**config.mk**
```make
export PLATFORM = sky130hd
export DESIGN_NAME = load_store_unit
export DESIGN_NICKNAME = d
export VERILOG_FILES = /design/src/rtl/load_store_unit.sv
export SDC_FILE = /design/constraint.sdc
export NUM_CORES = 1
export LEC_CHECK = 0
export ABC_AREA = 1
export CORE_MARGIN = 5
export CORE_UTILIZATION = 48
export DETAILED_ROUTE_END_ITERATION = 16
export GPL_TIMING_DRIVEN = 0
export PLACE_DENSITY = 0.83
export SYNTH_ARGS = -nofsm -noshare
export SYNTH_HDL_FRONTEND = slang
export SYNTH_SLANG_ARGS = --single-unit
```
**constraint.sdc**
```tcl
create_clock -name clk -period 3.8 [get_ports clk]
set_input_delay 0.76 -clock clk [delete_from_list [all_inputs] [get_ports clk]]
set_output_delay 0.76 -clock clk [all_outputs]
set_load 0.005 [all_outputs]
```
**src/rtl/load_store_unit.sv**
```systemverilog
// RV32I load/store requester for a word-wide memory with a combinational read port.
// Sub-word stores are done as read-modify-write; every request gets exactly one response.
module load_store_unit #(
  parameter int WORD_ADDR_W = 5
) (
  input  logic                   clk,
  input  logic                   rst,
  input  logic                   req_valid,
  output logic                   req_ready,
  input  logic                   req_is_store,
  input  logic [2:0]             req_funct3,
  input  logic [31:0]            req_addr,
  input  logic [31:0]            req_wdata,
  output logic                   rsp_valid,
  output logic [31:0]            rsp_rdata,
  output logic                   rsp_err,
  output logic [WORD_ADDR_W-1:0] mem_write_addr,
  output logic [31:0]            mem_write_data,
  output logic                   mem_we,
  output logic [WORD_ADDR_W-1:0] mem_read_addr,
  input  logic [31:0]            mem_read_data
);

  typedef enum logic [2:0] {S_IDLE, S_LOAD, S_RMW_RD, S_WRITE, S_RESP} state_t;

  state_t                 state_q, state_d;
  logic [2:0]             funct3_q, funct3_d;
  logic [1:0]             lane_q, lane_d;
  logic [WORD_ADDR_W-1:0] index_q, index_d;
  logic [31:0]            wdata_q, wdata_d;
  logic [31:0]            rdata_q, rdata_d;
  logic                   err_q, err_d;
  logic                   accept;
  logic                   req_err;

  function automatic logic access_error(input logic st, input logic [2:0] f3, input logic [31:0] a);
    logic bad_f3, misalign, oor;
    bad_f3   = st ? (f3 > 3'd2) : (f3 == 3'd3 || f3 == 3'd6 || f3 == 3'd7);
    misalign = (f3[1:0] == 2'd1 && a[0]) || (f3[1:0] == 2'd2 && a[1:0] != 2'd0);
    oor      = |(a >> (WORD_ADDR_W + 2));
    return bad_f3 | misalign | oor;
  endfunction

  function automatic logic [31:0] load_extend(input logic [31:0] w, input logic [1:0] lane,
                                              input logic [2:0] f3);
    logic [7:0]  b;
    logic [15:0] h;
    logic [31:0] r;
    case (lane)
      2'd0:    b = w[7:0];
      2'd1:    b = w[15:8];
      2'd2:    b = w[23:16];
      default: b = w[31:24];
    endcase
    h = lane[1] ? w[31:16] : w[15:0];
    case (f3)
      3'd0:    r = {{24{b[7]}}, b};
      3'd1:    r = {{16{h[15]}}, h};
      3'd4:    r = {24'd0, b};
      3'd5:    r = {16'd0, h};
      default: r = w;
    endcase
    return r;
  endfunction

  // Only the addressed lane changes; the other bytes keep what memory returned.
  function automatic logic [31:0] store_merge(input logic [31:0] w, input logic [31:0] d,
                                              input logic [1:0] lane, input logic [2:0] f3);
    logic [31:0] r;
    r = w;
    if (f3 == 3'd0) begin
      case (lane)
        2'd0:    r[7:0]   = d[7:0];
        2'd1:    r[15:8]  = d[7:0];
        2'd2:    r[23:16] = d[7:0];
        default: r[31:24] = d[7:0];
      endcase
    end else if (f3 == 3'd1) begin
      if (lane[1]) r[31:16] = d[15:0];
      else         r[15:0]  = d[15:0];
    end else begin
      r = d;
    end
    return r;
  endfunction

  assign accept  = req_valid & req_ready;
  assign req_err = access_error(req_is_store, req_funct3, req_addr);

  always_ff @(posedge clk) begin
    if (rst) begin
      state_q  <= S_IDLE;
      funct3_q <= 3'd0;
      lane_q   <= 2'd0;
      index_q  <= '0;
      wdata_q  <= 32'd0;
      rdata_q  <= 32'd0;
      err_q    <= 1'b0;
    end else begin
      state_q  <= state_d;
      funct3_q <= funct3_d;
      lane_q   <= lane_d;
      index_q  <= index_d;
      wdata_q  <= wdata_d;
      rdata_q  <= rdata_d;
      err_q    <= err_d;
    end
  end

  always_comb begin
    state_d = state_q;
    case (state_q)
      S_IDLE: begin
        if (accept) begin
          if (req_err)                  state_d = S_RESP;
          else if (!req_is_store)       state_d = S_LOAD;
          else if (req_funct3 == 3'd2)  state_d = S_WRITE;
          else                          state_d = S_RMW_RD;
        end
      end
      S_LOAD:   state_d = S_RESP;
      S_RMW_RD: state_d = S_WRITE;
      S_WRITE:  state_d = S_RESP;
      S_RESP:   state_d = S_IDLE;
      default:  state_d = S_IDLE;
    endcase
  end

  always_comb begin
    funct3_d = funct3_q;
    lane_d   = lane_q;
    index_d  = index_q;
    wdata_d  = wdata_q;
    rdata_d  = rdata_q;
    err_d    = err_q;
    if (state_q == S_IDLE && accept) begin
      funct3_d = req_funct3;
      lane_d   = req_addr[1:0];
      index_d  = req_addr[WORD_ADDR_W+1:2];
      wdata_d  = req_wdata;
      rdata_d  = 32'd0;
      err_d    = req_err;
    end else if (state_q == S_LOAD) begin
      rdata_d = load_extend(mem_read_data, lane_q, funct3_q);
    end else if (state_q == S_RMW_RD) begin
      wdata_d = store_merge(mem_read_data, wdata_q, lane_q, funct3_q);
    end
  end

  always_comb begin
    req_ready      = (state_q == S_IDLE) & ~rst;
    rsp_valid      = (state_q == S_RESP);
    rsp_rdata      = rdata_q;
    rsp_err        = err_q;
    mem_we         = (state_q == S_WRITE) & ~rst;
    mem_write_addr = index_q;
    mem_write_data = wdata_q;
    mem_read_addr  = index_q;
  end

endmodule

```
==> out/metrics.yaml <==
hpwl_mm: 13.6
tightest_slew_ns: 0.793
hold_class: "reg2reg"
rsz0062_at_grt: "no"
place.gp.congestion: 0.993
netlist-cell-type-count: 25
crit_required_ns: 3.04
cpMaxStageDelayCell: "clkdlybuf4s50_1"
grt_pass1_vias: 5405
drc_errors: 0
utilization: 0.714
grt_pass1_wl_mm: 26.8
cts_buffers: 9
tns_ns: 0
ant_nets: 0
max-slew-margin-rel: 0.467
vias_per_cell: 5.11
dr_total_vias: 5735
avgRoutedWirePerCell_um: 15.3
clockBufferDepth: 2
synth_common_cells: "nand2_1 (253), inv_1 (93), dfxtp_1 (78), o21ai_0 (75), nor2_1 (69)"
grt_max_degree: 15
fin_crit_sh: 0.736
setup_violations: 0
core_um2: 9730
drtIter0Drc: 458
synth_cells: 794
powerDensity_nw_per_um2: 311
clk_latency_ns: 0.37
synth-edff-count: 0
path_cells: "clkdlybuf4s50_1 -> nor3_1 -> clkdlybuf4s50_1"
drv_slew: 0
port-buffer-count: 180
synthTopCellsByArea: "dfxtp_1 (33%), nand2_1 (20%), o21ai_0 (7.9%)"
wl_met3_mm: 1.54
wl_met1_mm: 7.07
n_antenna_cell: 0
highest_layer: "met4"
ir_worst_vdd_mv: 0.224
path_clk_slew_ns: 0.09
overflow: 0
dieArea_um2: 12000
syn_avg_cell_area_um2: 6.01
cts_resized: 0
endpoint_kind: "output port"
syn_area_um2: 4770
area_growth_syn_to_layout_pct: 45.5
yosys.area.top_type: "dfxtp_1"
fmax_mhz: 357
finClkSkew_ns: 0.0147
nets: 1088
max_stage_delay_ns: 0.54
ys_async_sr_fraction: 0
p_total_mw: 2.16
leakagePower_nw: 3.22
layout-drive-gt1-share: 0.0636
firstDrtPassIters: 5
status: "finished clean"
die_h_um: 110
cts_tree: "done"
cts_sinks: 78
worstPathArrival_ns: 2.04
routed_wl_mm: 17.2
synth_fp_nets: 897
synth_seq_cells: 78
cts_hold_buffers: 0
synth.top_cell.area_share: 0.327
path_buf_inv: 2
cts_setup_buffers: 0
cap_violations: 0
start_util: 0.491
grt_usage: 0.285
rows: 36
cts_max_level: 3
ys_warn_count: 0
synth_most_common_cell: "nand2_1"
critical_path_class: "in2out"
dieWidth_um: 110
ys.flop_type: "dfxtp_1"
pin_count: 181
antenna_found_initial: 0
fin_crit_ns: 2.80
cp_top_family: "buffers and inverters"
cpMostUsedCell: "clkdlybuf4s50_1"
wl_met2_mm: 8.13
ys_seq_area_frac: 0.327
worstPathMaxFanout: 4
start_kind: "input port"
cts_root_buffer: "clkbuf_8"
finalHoldViolations: 0
## area by class of cell
cell class / count / area, µm²
buffer: 46 / 230
clock buffer: 10 / 138
clock inverter: 6 / 67.6
fill: 873 / 2780
inverter: 103 / 387
multi-input combinational: 567 / 2590
sequential: 78 / 1560
tap: 133 / 166
timing repair buffer: 180 / 1800
## report_power, final
part / total [mW] / switching [mW] / internal [mW]
Combinational: 0.610 / 0.330 / 0.281
Sequential: 0.877 / 0.0222 / 0.855
Clock: 0.671 / 0.346 / 0.325
Total: 2.16 / 0.698 / 1.46
## worst reg2reg max path: cells and delay by family (launching register included)
family	cells	cell delay, ns
DFF	1	0.33
and+or+nand+nor	3	0.44
buffers and inverters	3	0.43
AOI/OAI and AO/OA	1	0.53
## path summary, 6_finish.rpt
| path | depth (start not counted) | slack [ns] | end | from |
|---|---|---|---|---|
| max | 3 | 1.00 | mem_we | rst |
| min | 2 | 0.46 | rsp_err | rsp_err |
| max reg2reg | 7 | 1.98 | rsp_rdata[30] | state_q[1] |
| min reg2reg | 2 | 0.46 | rsp_err | rsp_err |
## through the flow
stage	worst slack, ns	area [µm²]	hold WS (ns)	std cells
2_1_floorplan	2.04	4770	0.446	794
3_3_place_gp	0.993	6740	0.444	1107
3_5_place_dp	0.996	6740	0.448	1107
4_1_cts	0.996	6950	0.463	1123
5_1_grt	0.891	6950	0.502	1123
6_report	1.00	6950	0.464	1123
## flip-flops by register name, indices dropped and copies added, names as in the netlist
name,cells
mem_write_data,32
rsp_rdata,32
mem_read_addr,5
funct3_q,3
state_q,3
lane_q,2
rsp_err,1
## layer usage
| layer | vias up | global-route usage |
|---|---|---|
| met1 | 2515 | 0.358 |
| met5 | - | 0 |
| met4 | 0 | 0.0962 |
| li1 | 2911 | - |
| met2 | 271 | 0.483 |
| met3 | 38 | 0.0628 |
## placed cells by master (no fill, tap or decap)
cell type and n:
a21oi_1 36, a22o_1 5, buf_1 2, buf_2 19, buf_4 9, bufinv_16 1, clkbuf_1 16, clkbuf_8 10
clkdlybuf4s50_1 180, clkinv_1 1, clkinv_2 1, clkinvlp_4 2, dfxtp_1 78, inv_1 93, inv_2 9, inv_6 2
nand2_1 253, nand2_2 3, nand3_1 59, nand4_1 7, nand4_2 1, nor2_1 69, nor2_2 3, nor2_4 1
nor3_1 9, o211ai_1 18, o21a_1 23, o21ai_0 75, o21ai_2 1, o22ai_1 3, or2_2 1
## cells by family (layout without fill, tap and decap cells)
kind of cell | after synthesis | count (layout) | synth area share
DFF | 78 | 78 | 0.327
and+or+nand+nor | 406 | 406 | 0.348
AOI/OAI and AO/OA | 161 | 161 | 0.196
buffers and inverters | 149 | 345 | 0.129
No activity file was read; power rests on OpenSTA's default activity.
